File: src/rtl/jhash_feeder.sv
// jhash_feeder: producer side of the jhash key stream.
// Packs a key, supplied as 32-bit words, into 3-word groups and presents each
// group to jhash_core on a valid/ack handshake. The final group carries
// stream_done/stream_left. After every ack, a gap counter holds off the next
// presentation until the core has finished mixing the previous group.
//
// Ports:
//   clk, rst          clock, asynchronous active-high reset
//   start, key_len    begin a new key of key_len words (sampled only when idle)
//   word_in/valid     key word source
//   word_ready        feeder takes word_in this cycle
//   stream_data0..2   presented group
//   stream_valid      group presented, held until stream_ack
//   stream_ack        core consumed the group
//   stream_done       presented/last group is the final one
//   stream_left       valid words in the final group (0..3)
//   hash_done         core finished the key
//   busy              key in progress
module jhash_feeder #(
    parameter int unsigned LEN_W      = 16,
    parameter int unsigned RUN_CYCLES = 6
) (
    input  logic             clk,
    input  logic             rst,
    input  logic             start,
    input  logic [LEN_W-1:0] key_len,
    input  logic [31:0]      word_in,
    input  logic             word_valid,
    output logic             word_ready,
    output logic [31:0]      stream_data0,
    output logic [31:0]      stream_data1,
    output logic [31:0]      stream_data2,
    output logic             stream_valid,
    input  logic             stream_ack,
    output logic             stream_done,
    output logic [1:0]       stream_left,
    input  logic             hash_done,
    output logic             busy
);

    localparam int unsigned CNT_W = (RUN_CYCLES < 1) ? 1 : $clog2(RUN_CYCLES + 1);

    typedef enum logic [2:0] {
        IDLE,
        FILL,
        GAP,
        PRESENT,
        WAIT_HASH
    } state_t;

    state_t           state, state_n;
    logic [LEN_W-1:0] remaining, remaining_n;
    logic [1:0]       idx, idx_n;
    logic             last_grp, last_grp_n;
    logic [1:0]       left, left_n;
    logic [CNT_W-1:0] gap_cnt, gap_cnt_n;

    logic             word_ready_n;
    logic [31:0]      data0_n, data1_n, data2_n;
    logic             stream_valid_n;
    logic             stream_done_n;
    logic [1:0]       stream_left_n;
    logic             busy_n;

    logic             xfer;

    assign xfer = word_valid && word_ready;

    // State and registered outputs
    always_ff @(posedge clk or posedge rst) begin
        if (rst) begin
            state        <= IDLE;
            remaining    <= '0;
            idx          <= '0;
            last_grp     <= 1'b0;
            left         <= '0;
            gap_cnt      <= '0;
            word_ready   <= 1'b0;
            stream_data0 <= '0;
            stream_data1 <= '0;
            stream_data2 <= '0;
            stream_valid <= 1'b0;
            stream_done  <= 1'b0;
            stream_left  <= '0;
            busy         <= 1'b0;
        end else begin
            state        <= state_n;
            remaining    <= remaining_n;
            idx          <= idx_n;
            last_grp     <= last_grp_n;
            left         <= left_n;
            gap_cnt      <= gap_cnt_n;
            word_ready   <= word_ready_n;
            stream_data0 <= data0_n;
            stream_data1 <= data1_n;
            stream_data2 <= data2_n;
            stream_valid <= stream_valid_n;
            stream_done  <= stream_done_n;
            stream_left  <= stream_left_n;
            busy         <= busy_n;
        end
    end

    // Next-state and next-output logic
    always_comb begin
        state_n        = state;
        remaining_n    = remaining;
        idx_n          = idx;
        last_grp_n     = last_grp;
        left_n         = left;
        word_ready_n   = word_ready;
        data0_n        = stream_data0;
        data1_n        = stream_data1;
        data2_n        = stream_data2;
        stream_valid_n = stream_valid;
        stream_done_n  = stream_done;
        stream_left_n  = stream_left;
        busy_n         = busy;
        // Gap counter free-runs down to zero in every state; reloaded on ack.
        gap_cnt_n      = (gap_cnt != '0) ? gap_cnt - CNT_W'(1) : gap_cnt;

        unique case (state)
            IDLE: begin
                if (start) begin
                    remaining_n = key_len;
                    idx_n       = '0;
                    data0_n     = '0;
                    data1_n     = '0;
                    data2_n     = '0;
                    busy_n      = 1'b1;
                    left_n      = '0;
                    if (key_len == '0) begin
                        // Empty key: one all-zero final group.
                        last_grp_n = 1'b1;
                        state_n    = GAP;
                    end else begin
                        last_grp_n   = 1'b0;
                        word_ready_n = 1'b1;
                        state_n      = FILL;
                    end
                end
            end

            FILL: begin
                if (xfer) begin
                    unique case (idx)
                        2'd0:    data0_n = word_in;
                        2'd1:    data1_n = word_in;
                        default: data2_n = word_in;
                    endcase
                    idx_n = idx + 2'd1;
                    if (remaining != '0) begin
                        remaining_n = remaining - LEN_W'(1);
                    end
                    if (remaining <= LEN_W'(1)) begin
                        // Last word of the key closes the final group.
                        last_grp_n   = 1'b1;
                        left_n       = idx + 2'd1;
                        word_ready_n = 1'b0;
                        state_n      = GAP;
                    end else if (idx == 2'd2) begin
                        last_grp_n   = 1'b0;
                        left_n       = 2'd3;
                        word_ready_n = 1'b0;
                        state_n      = GAP;
                    end
                end
            end

            GAP: begin
                if (gap_cnt == '0) begin
                    stream_valid_n = 1'b1;
                    stream_done_n  = last_grp;
                    stream_left_n  = last_grp ? left : 2'd0;
                    state_n        = PRESENT;
                end
            end

            PRESENT: begin
                if (stream_ack) begin
                    stream_valid_n = 1'b0;
                    gap_cnt_n      = CNT_W'(RUN_CYCLES);
                    if (last_grp) begin
                        state_n = WAIT_HASH;
                    end else begin
                        data0_n      = '0;
                        data1_n      = '0;
                        data2_n      = '0;
                        idx_n        = '0;
                        word_ready_n = 1'b1;
                        state_n      = FILL;
                    end
                end
            end

            WAIT_HASH: begin
                if (hash_done) begin
                    stream_done_n = 1'b0;
                    stream_left_n = '0;
                    data0_n       = '0;
                    data1_n       = '0;
                    data2_n       = '0;
                    busy_n        = 1'b0;
                    last_grp_n    = 1'b0;
                    left_n        = '0;
                    state_n       = IDLE;
                end
            end

            default: begin
                state_n = IDLE;
            end
        endcase
    end

endmodule

File: config.mk
export PLATFORM = sky130hd
export DESIGN_NAME = jhash_feeder
export DESIGN_NICKNAME = d
export VERILOG_FILES = /design/src/rtl/jhash_feeder.sv
export SDC_FILE = /design/constraint.sdc
export NUM_CORES = 1
export LEC_CHECK = 0
export ABC_AREA = 1
export ABC_CLOCK_PERIOD_IN_PS = 5800
export CAP_MARGIN = 20
export CORE_AREA = 5 5 131 133
export DETAILED_ROUTE_END_ITERATION = 12
export DIE_AREA = 0 0 136 138
export GPL_TIMING_DRIVEN = 0
export PLACE_DENSITY = 0.66
export SLEW_MARGIN = 20
export SYNTH_ARGS = -nofsm -noshare
export SYNTH_HDL_FRONTEND = slang
export SYNTH_SLANG_ARGS = --single-unit
File: constraint.sdc
create_clock -name clk -period 5.8 [get_ports clk]
set_input_delay 0.87 -clock clk [delete_from_list [all_inputs] [get_ports clk]]
set_output_delay 0.87 -clock clk [all_outputs]
set_load 0.005 [all_outputs]
# ---- Yosys cells after proc, flatten, opt, wreduce, memory -nomap -nowiden
# Index checks and enable logic that the tools add are counted.
dict set report classes {
  add_sub_neg 3
  magnitude_cmp 1
  n_eq_ne 18
  mux 64
  n_reduce_logical 26
}
# op n
set op_table {}
lappend op_table {{32-bit one-hot mux with 4 select lines} 3}
lappend op_table {{32-bit two-way mux} 10}
lappend op_table {{16-bit two-way mux} 3}
lappend op_table {{3-bit two-way mux} 11}
lappend op_table {{16-bit one-hot mux with 2 select lines} 1}
lappend op_table {{7-bit AND reduction} 4}
lappend op_table {{2-bit two-way mux} 11}
lappend op_table {{2-bit inequality test, second input constant} 9}
lappend op_table {{16-bit by 1-bit <= comparator with 1-bit output, second input constant} 1}
lappend op_table {{16-bit logical NOT} 1}
lappend op_table {{1-bit two-way mux} 16}
lappend op_table {{16-bit nonzero test} 1}
lappend op_table {{16-bit by 1-bit subtractor with 16-bit output, second input constant} 1}
lappend op_table {{3-bit one-hot mux with 5 select lines} 1}
lappend op_table {{2-bit one-hot mux with 3 select lines} 2}
lappend op_table {{5-bit AND reduction} 2}
lappend op_table {{3-bit AND reduction} 3}
lappend op_table {{3-bit nonzero test} 3}
lappend op_table {{2-bit nonzero test} 4}
lappend op_table {{3-bit by 2-bit == test with 1-bit output, second input constant} 2}
lappend op_table {{3-bit logical NOT} 2}
lappend op_table {{1-bit one-hot mux with 2 select lines} 3}
lappend op_table {{1-bit one-hot mux with 3 select lines} 2}
lappend op_table {{6-bit AND reduction} 1}
lappend op_table {{14 further kinds} 15}
dict set report totals {
  reg_bits 129
  in_bits 54
  word_cells 126
}

# ---- Longest topological paths before layout
# Gate-level depths: netlist of the first run.
dict set report depth {
  word_depth 5
  mapped_depth 11
}

# ---- Worst setup path after synthesis of the first run
# OpenSTA, ideal clock, no wires.
dict set report synth_path {
  path_type {input port to flip-flop}
  start {input port hash_done}
  end {register stream_data0[0]}
  setup_time_ns 0.116
  t_arrival_ns 1.684
  setup_slack_ns 4.000
  stages 8
  cell_sequence {inv_1 -> nand3_1 -> nand2_2 -> nor3_4 -> nand2_2 -> buf_2 -> nand2_1 -> nand2_1}
}
dict set report synth_between {
  elab_chain_len 2
}
# element line_no
set synth_rtl {}
lappend synth_rtl {{start, declared} 37} ;# input logic hash_done,
lappend synth_rtl {{2-bit inequality test (no source line)} n/a}
lappend synth_rtl {{7-bit AND reduction (no source line)} n/a}
lappend synth_rtl {{end signal, assigned} 94} ;# stream_data0 <= data0_n;
lappend synth_rtl {{end, declared} 30} ;# output logic [31:0] stream_data0,
# No other way between the ends.
# A chain may end at the register's enable or synchronous reset.

# ---- Worst setup path after layout of the first run
dict set report layout_path {
  start {register stream_data0[30]}
  end {output port stream_data0[30]}
}
# No word-level cell between the ends.

==> impl_metrics.csv, run 1 <==
group,metric,value,unit
run_status,run_status,"completed",
place,port_buffers,155,
setup_path,path_buf_inv,1,
synth,yosysMostFrequentCell,"nand2_1",
synth,synth_common_cells,"337 x nand2_1, 129 x dfrtp_1, 98 x nand3_1",
setup_path,worst_path_largest_cell_delay,0.57,ns
job,cap_violations,0,
clock_network,cts_hold_buf,0,
grt,grt_pass1_wl,29.2,mm
setup_path,cp_top_family,"buffers and inverters",
route,first_pass_iters,5,
clock_network,numCtsBuffers,17,
setup_path,arrival,1.34,ns
setup_path,cp_max_fo,2,
place,dp_hpwl,13.4,mm
grt,antenna_found_initial,0,
synth,ys.flop_type,"dfrtp_1",
synth,synth_top_area_share,52.2,%
setup_path,r2r-end,"stream_data2[10]",
grt,grt_use_total,19.5,%
route,drc,0,
route,via_per_inst,4.80,
cells_and_area,diodes,0,
synth,syn-num-nets,866,
cells_and_area,area_growth,39.8,%
cells_and_area,fin_nets,1041,
clock_network,clockBufferDepth,2,
synth,synth.top_cells.by_area,"dfrtp_1 52%, nand2_1 20%, nand3_1 7.9%",
synth,synth-seq-area-share,52.2,%
grt,grt_overflow,0,
synth,synth_cells,805,
setup_path,reg2regPathDepth,9,
sta,rsz0062_at_grt,"false",
setup_path,cp_cell_sequence,"clkdlybuf4s50_1",
clock_network,clock_latency,0.41,ns
grt,grt_start_max_net_pins,74,
setup_path,crit_type,"reg -> out",
clock_network,cts_tree,"built",
clock_network,clockRootBuffer,"clkbuf_16",
floorplan,coreArea,15700,um^2
setup_path,startpoint,"stream_data0[30]",
synth,async_reset_ff_share,100,%
clock_network,clkSinkCount,129,
synth,syn_area_per_cell,7.68,um^2
setup_path,slowest_stage,"clkdlybuf4s50_1",
floorplan,die_x,136,um
clock_network,cts.clk_slew.worst_paths,0.06,ns
synth,ys_types,25,
setup_path,cp.required,4.93,ns
sta,setup_viol,0,
sta,report.final.slew_viol_count,0,
floorplan,die-area,18800,um^2
cells_and_area,drive_gt1_share,8.36,%
sta,max_freq,452,MHz
synth,ys_warn_count,0,
sta,period_needed,2.21,ns
sta,worst_slew_pin_slew,0.481,ns
clock_network,post_cts_buffers,0,
pwr,leakage,4.47,nW
route,wl,18.2,mm
floorplan,start_util,39.3,%
setup_path,endpoint,"stream_data0[30]",
route,final_antenna_net_count,0,
sta,fin_setup_tns,0,ns
clock_network,htree_num_levels,4,
sta,period_share,38.2,%
sta,finalHoldViolations,0,
floorplan,die_y,138,um
synth,synth_top_area_cell,"dfrtp_1",
cells_and_area,n_fill_cell,1516,
setup_path,worst_setup_path_start_kind,"flip-flop",
place,gp_congestion,0.877,
sta,relSlewSlack,67.9,%
route,routedWlPerCell,15.0,um
synth,synth_edf_count,0,
pwr,peakVddDrop,0.000256,V
synth,synth_seq_cells,129,
floorplan,rows,46,
route,via_count,5800,
sta,clock_skew,0.00579,ns
setup_path,path_depth,1,
setup_path,timing.rr.start,"state[0]",
pwr,p_total,0.00544,W
setup_path,r2r_setup_slack,3.81,ns
clock_network,postCtsResizedCells,0,
route,first_iter_violations,299,
synth,syn_area,6180,um^2
grt,grt_pass1_vias,5660,
worst_hold_path,hold_class,"reg -> reg",
setup_path,cp-end-kind,"output port",
pwr,p_per_area,630,nW/um^2
floorplan,ios,156,
==> cell type report <==
class,instances,area (um^2),share of cell area [%]
well taps,216,270,3.13
clock inverters,8,101,1.17
multi-input cells,570,2490,28.8
inverters,71,274,3.17
clock buffers,24,502,5.81
repair buffers,156,1580,18.3
flip-flops and latches,129,3230,37.4
plain buffers,35,200,2.32
==> registers in the layout (all words and copies together), names as in the netlist <==
| register | cells |
|---|---|
| gap_cnt | 3 |
| stream_data2 | 32 |
| stream_done | 1 |
| remaining | 16 |
| state | 3 |
| stream_data0 | 32 |
| stream_valid | 1 |
| left | 2 |
| idx | 2 |
| word_ready | 1 |
| stream_left | 2 |
| stream_data1 | 32 |
| busy | 1 |
| last_grp | 1 |
==> metrics by stage <==
step	utilization (%)	area (um^2)	setup WS (ns)	instances	hold WS, ns
2_1_floorplan	-	6180	1.49	805	0.453
3_3_place_gp	50.9	8000	-0.526	1176	0.452
3_5_place_dp	51.2	8040	3.16	1177	0.458
4_1_cts	55.0	8640	3.56	1209	0.471
5_1_grt	55.0	8640	3.47	1209	0.483
6_report	55.0	8640	3.59	1209	0.468
==> metal layers <==
layer | wire [um] | global-route usage, % | up-vias | share of wire, %
li1 | - | - | 2883 | -
met1 | 8050 | 24.6 | 2718 | 44
met2 | 8630 | 32.9 | 176 | 47
met3 | 1180 | 4.54 | 23 | 6.5
met4 | 316 | 6.53 | 0 | 1.7
met5 | 0 | 0 | - | 0
==> worst min-delay path by stage <==
| stage | from | endpoint | cells past startpoint |
|---|---|---|---|
| 2_1_floorplan | left[0] | left[0] | 2 |
| 3_3_place_gp | stream_data0[18] | stream_data0[18] | 2 |
| 3_5_place_dp | stream_data0[20] | stream_data0[20] | 2 |
| 4_1_cts | stream_data0[26] | stream_data0[26] | 2 |
| 5_1_grt | stream_data0[26] | stream_data0[26] | 2 |
| 6_report | stream_data0[26] | stream_data0[26] | 2 |
==> placed cells by master, fill, tap and decap left out <==
master / synthesis / final
clkinvlp_4: 0 / 3
inv_2: 4 / 4
nor3_4: 2 / 2
ha_1: 7 / 7
dfrtp_1: 129 / 129
or2_2: 2 / 2
clkbuf_8: 0 / 5
clkbuf_1: 2 / 4
a21oi_1: 5 / 5
nand2_2: 6 / 6
inv_1: 67 / 66
clkinv_2: 0 / 2
mux2i_1: 1 / 1
bufinv_16: 0 / 2
buf_16: 0 / 1
clkinv_4: 0 / 1
buf_4: 11 / 11
a21oi_2: 1 / 1
o211ai_1: 1 / 1
buf_2: 22 / 22
o21ai_0: 24 / 24
inv_8: 0 / 1
nand2_1: 337 / 337
nor2_2: 2 / 2
a21o_1: 1 / 1
nor3_2: 1 / 1
o22ai_1: 1 / 1
nand3_1: 98 / 98
o21ai_1: 33 / 33
clkbuf_16: 0 / 17
nor2_1: 46 / 46
xor2_1: 1 / 1
a21boi_0: 1 / 1
clkdlybuf4s50_1: 0 / 155
==> kinds of logic (layout without fill, tap and decap cells) <==
| logic type | Yosys count | after routing | synth area share [%] |
|---|---|---|---|
| compound gates | 67 | 67 | 5.63 |
| flops | 129 | 129 | 52.2 |
| buf+inv | 106 | 294 | 7.55 |
| fa+ha+maj | 7 | 7 | 1.42 |
| xor+xnor | 1 | 1 | 0.142 |
| mux | 1 | 1 | 0.162 |
| simple gates | 494 | 494 | 32.9 |
==> power breakdown <==
| part | internal (W) | switching (W) | leakage (nW) |
|---|---|---|---|
| Combinational | 0.00117 | 0.00158 | 2.49 |
| Sequential | 0.00133 | 0.000273 | 1.70 |
| Clock | 0.000689 | 0.000400 | 0.288 |
==> worst reg2reg max path, cell delays in order, from the launching register on <==
cell and delay, ns:
dfrtp_1 0.43, inv_2 0.13, nand2_1 0.06, nor2_1 0.25, nand2_1 0.15, nand2_1 0.15, inv_2 0.08, nand2_2 0.20
buf_2 0.32, o21ai_1 0.10
Power figures use the tool's default switching activity.
==> inputs of run 2 (changes only) <==
Settings changed: ABC_CLOCK_PERIOD_IN_PS 5800 to 2100.
Clock period 5.8 ns to 2.1 ns, I/O delays scaled along.
==> impl_metrics.csv, run 2 (same netlist as run 1, synthesis figures left out) <==
group,metric,value,unit
grt,grt_pass1_vias,5523,
sta,worst_slew_pin_slew,0.485,ns
clock_network,numCtsBuffers,17,
setup_path,worst_path_largest_cell_delay,0.42,ns
cells_and_area,drive_gt1_share,8.94,%
sta,report.final.slew_viol_count,0,
clock_network,cts_hold_buf,0,
route,first_pass_iters,6,
floorplan,ios,156,
cells_and_area,area_growth,41.4,%
sta,rsz0062_at_grt,"false",
cells_and_area,final_util,55.6,%
sta,holdWs,0.287,ns
route,via_per_inst,4.83,
clock_network,clockRootBuffer,"clkbuf_16",
route,topRoutingLayerUsed,"met4",
sta,max_freq,525,MHz
floorplan,start_util,39.3,%
route,dr_wl_met2,8.78,mm
pwr,peakVddDrop,0.000799,V
pwr,leakage,4.51,nW
setup_path,worst_setup_path_start_kind,"flip-flop",
cells_and_area,final_cell_mix,"337 x nand2_1, 155 x clkdlybuf4s50_1, 129 x dfrtp_1",
clock_network,cts.clk_slew.worst_paths,0.06,ns
setup_path,cp_cell_sequence,"inv_1, ha_1, nand2_1, nor2_4, nand2_1, nand2_1, nand2_2, nand2_4, buf_4, nand2_1, nand2_1",
clock_network,cts_tree,"built",
grt,antenna_found_initial,0,
floorplan,die_y,138,um
grt,grt_start_max_net_pins,35,
sta,period_share,90.7,%
setup_path,cp_common_cell,"nand2_1",
place,gp_congestion,0.860,
route,wl,18.3,mm
route,final_antenna_net_count,0,
floorplan,die_x,136,um
setup_path,cp_max_fo,10,
floorplan,die-area,18800,um^2
grt,grt_pass1_wl,29.0,mm
setup_path,slowest_stage,"dfrtp_1",
sta,setup_viol,0,
sta,finalHoldViolations,0,
run_status,run_status,"completed",
route,via_count,5852,
floorplan,coreArea,15700,um^2
clock_network,clockBufferDepth,2,
grt,grt_overflow,0,
route,routedWlPerCell,15.1,um
route,met3WireLength,1.28,mm
clock_network,clkSinkCount,129,
route,first_iter_violations,338,
cells_and_area,fin_nets,1045,
pwr,p_per_area,1730,nW/um^2
clock_network,clock_latency,0.41,ns
clock_network,htree_num_levels,4,
setup_path,reg2regPathDepth,11,
floorplan,rows,46,
job,cap_violations,0,
worst_hold_path,hold_class,"in -> async",
route,drt-met1-wl,7.93,mm
route,drc,0,
setup_path,arrival,2.26,ns
sta,period_needed,1.90,ns
place,port_buffers,155,
sta,relSlewSlack,67.6,%
cells_and_area,diodes,0,
cells_and_area,final_common_cell,"nand2_1",
setup_path,crit_type,"reg -> reg",
cells_and_area,biggestRegsByFlops,"stream_data0 x32, stream_data1 x32, stream_data2 x32",
grt,grt_use_total,19.4,%
clock_network,postCtsResizedCells,0,
setup_path,cp.required,2.45,ns
place,dp_hpwl,13.8,mm
setup_path,cp-end-kind,"flip-flop",
sta,clock_skew,0.00682,ns
clock_network,post_cts_buffers,0,
==> run 2: cell types whose count changed in the layout (fill, tap and decap cells not counted), sizes merged <==
cell	before	now
buf	34	37
clkbuf	26	21
bufinv	2	3
clkinv	3	6
clkinvlp	3	4
==> run 2: cell type report <==
type                       count  area, um^2
buffer                        35         203
clock buffer                  18         429
clock inverter                13         163
fill                        1471        6970
inverter                      71         270
multi-input combinational    570        2510
sequential                   129        3230
tap                          216         270
timing repair buffer         160        1670
==> run 2: worst paths after layout <==
check | slack [ns] | end | from
max | 0.20 | remaining[11] | remaining[0]
max reg2reg | 0.20 | remaining[11] | remaining[0]
min in group clk | 0.47 | stream_data1[1] | stream_data1[1]
max in group asynchronous | 0.97 | remaining[2] | rst
min reg2reg | 0.47 | stream_data1[1] | stream_data1[1]
min | 0.29 | busy | rst
==> run 2: where the power goes <==
group / total (W) / leakage [nW] / internal, W / switching (W)
clock network: 0.00296 / 0.282 / 0.00186 / 0.00111
logic: 0.00769 / 2.53 / 0.00329 / 0.00440
registers: 0.00443 / 1.70 / 0.00367 / 0.000758
==> run 2: critical path: cells and delay by family (launching register included) <==
kind	cells	cell delay, ns
flip-flops	1	0.42
adder cells (fa/ha/maj)	1	0.22
buffers and inverters	2	0.30
AND/OR/NAND/NOR	8	0.92
==> run 2: per-layer routing <==
metal / GRT usage (%) / up-vias
met5: 0 / -
met4: 6.84 / 0
met3: 4.14 / 22
met2: 32.4 / 195
met1: 24.7 / 2748
li1: - / 2887
==> run 2: stage by stage <==
| stage | TNS, ns | std cells | power (W) | setup slack (ns) | area (um^2) |
|---|---|---|---|---|---|
| final | 0 | 1212 | 0.0151 | 0.196 | 8740 |
| after global routing | 0 | 1212 | 0.0163 | 0.0108 | 8740 |
| after CTS | 0 | 1212 | 0.0152 | 0.0878 | 8710 |
| after detailed placement | 0 | 1181 | 0.0121 | 0.00808 | 8120 |
| after global placement | -140.76 | 1176 | 0.0120 | -1.10 | 8010 |
| after floorplan | 0 | 805 | 0.00853 | 0.190 | 6190 |
==> inputs of run 3 (changes only) <==
Settings changed: ABC_CLOCK_PERIOD_IN_PS 2100 to 1700, PLACE_DENSITY 0.66 to 0.69.
Clock period 2.1 ns to 1.7 ns, I/O delays scaled along.
==> impl_metrics.csv, run 3 (same netlist as run 1, synthesis figures left out) <==
group,metric,value,unit
setup_path,timing.rr.start,"state[1]",
pwr,p_per_area,2280,nW/um^2
sta,clock_skew,0.00752,ns
setup_path,crit_type,"reg -> reg",
floorplan,die-area,18800,um^2
grt,gr-max-usage-layer,"met2",
sta,holdWs,0.206,ns
job,cap_violations,0,
sta,period_share,98.6,%
floorplan,rows,46,
setup_path,worst_setup_path_start_kind,"flip-flop",
run_status,run_status,"completed",
clock_network,clkSinkCount,129,
route,routedWlPerCell,15.5,um
grt,globalRouteMet3Util,4.39,%
grt,grt_start_max_net_pins,31,
grt,grt_use_total,19.7,%
grt,grt_pass1_vias,5781,
setup_path,r2r_setup_slack,0.02,ns
sta,worst_slew_pin_slew,0.482,ns
place,gp_congestion,0.898,
place,dpl_cell_area,8090,um^2
worst_hold_path,hold_class,"in -> async",
grt,grt_pass1_wl,29.8,mm
setup_path,r2r-end,"stream_data0[25]",
cells_and_area,ff_latch_area,3230,um^2
clock_network,clock_latency,0.42,ns
floorplan,ios,156,
sta,fin_setup_tns,0,ns
grt,grt_util_met1,25.8,%
place,dp_hpwl,13.7,mm
cells_and_area,final_common_cell,"nand2_1",
cells_and_area,fin_nets,1076,
floorplan,coreArea,15700,um^2
sta,period_needed,1.68,ns
route,via_per_inst,4.86,
setup_path,cp-end-kind,"flip-flop",
cells_and_area,drive_gt1_share,15.8,%
sta,relSlewSlack,67.9,%
clock_network,numCtsBuffers,17,
cells_and_area,biggestRegsByFlops,"stream_data0 x32, stream_data1 x32, stream_data2 x32",
clock_network,cts_tree,"built",
clock_network,clockBufferDepth,2,
clock_network,cts.clk_slew.worst_paths,0.06,ns
floorplan,start_util,39.3,%
cells_and_area,multi_input_comb_area,2710,um^2
clock_network,htree_num_levels,4,
route,drc,0,
cells_and_area,n_fill_cell,1378,
setup_path,cp.required,2.00,ns
clock_network,clockRootBuffer,"clkbuf_16",
route,final_antenna_net_count,0,
place,port_buffers,155,
floorplan,die_x,136,um
cells_and_area,finalInstanceArea,9490,um^2
grt,antenna_found_initial,1,
setup_path,arrival,1.98,ns
route,wl,19.3,mm
setup_path,cp_max_fo,10,
cells_and_area,area_growth,53.4,%
floorplan,die_y,138,um
route,first_iter_violations,353,
sta,rsz0062_at_grt,"true",
route,via_count,6048,
grt,use_met2,32.0,%
sta,report.final.slew_viol_count,0,
pwr,leakage,4.81,nW
route,first_pass_iters,4,
sta,max_freq,597,MHz
sta,finalHoldViolations,0,
grt,grt_overflow,0,
pwr,peakVddDrop,0.000912,V
cells_and_area,final_cell_mix,"326 x nand2_1, 155 x clkdlybuf4s50_1, 125 x dfrtp_1",
sta,setup_viol,0,
setup_path,reg2regPathDepth,10,
## run 3: cell count changes in the layout (fill, tap and decap cells not counted), sizes merged
| cell | change |
|---|---|
| clkinv | -2 |
| diode | +1 |
| bufinv | +2 |
| clkbuf | +7 |
| buf | +24 |
| nand2 | +1 |
## run 3: layer usage
layer | part of all wire, % | wire length, um
met3 | 6.5 | 1260
met5 | 0 | 0
met1 | 43 | 8250
met4 | 2.1 | 397
met2 | 49 | 9400
## run 3: where the power goes
part / internal, W / switching, W / leakage [nW] / total [W]
logic: 0.00578 / 0.00627 / 2.81 / 0.0121
registers: 0.00454 / 0.000966 / 1.69 / 0.00551
clock network: 0.00264 / 0.00140 / 0.310 / 0.00404
## run 3: worst max path at each step
stage,start,endpoint
floorplan,rst,busy
global placement,rst,stream_data0[11]
detailed placement,hash_done,stream_data0[19]
CTS,state[1],stream_data1[15]
global route,state[1],stream_data0[12]
finish,state[1],stream_data0[25]
## run 3: final cells by class
class                   count  area share [%]
multi-input cells         571            28.6
flip-flops and latches    129            34.1
inverters                  71            2.93
clock buffers              19            4.67
clock inverters            13            2.20
repair buffers            191            20.8
plain buffers              34            3.86
diodes                      1          0.0264
well taps                 216            2.85
## run 3: repair_timing
item / 4_1_cts / 5_1_grt
endpoints found under the hold margin: 0 / 0
setup endpoints to repair: 118 / 118
buffers inserted: 8 / 20
hold buffers: 0 / 0
gates cloned: 0 / 5
gates resized for setup: 32 / 98
pin swaps: 7 / 18
## run 3: worst max-delay path, cell delays in order, from the launching register on
cell and delay [ns]:
dfrtp_2 0.48, inv_2 0.12, nand2_2 0.08, nor2_4 0.16, nand2_4 0.08, nand2_4 0.11, inv_6 0.06, buf_8 0.15
buf_6 0.15, nand3_1 0.10, nand2_1 0.07
## run 3: metrics by stage
step                worst slack, ns  total power, W  utilization [%]  std cells
global placement              -1.41          0.0148             51.0       1176
floorplan                    -0.150          0.0105                -        805
global route                -0.0685          0.0231             60.4       1245
detailed placement           -0.333          0.0150             51.5       1180
finish                       0.0243          0.0216             60.4       1245
CTS                         -0.0202          0.0196             56.6       1220
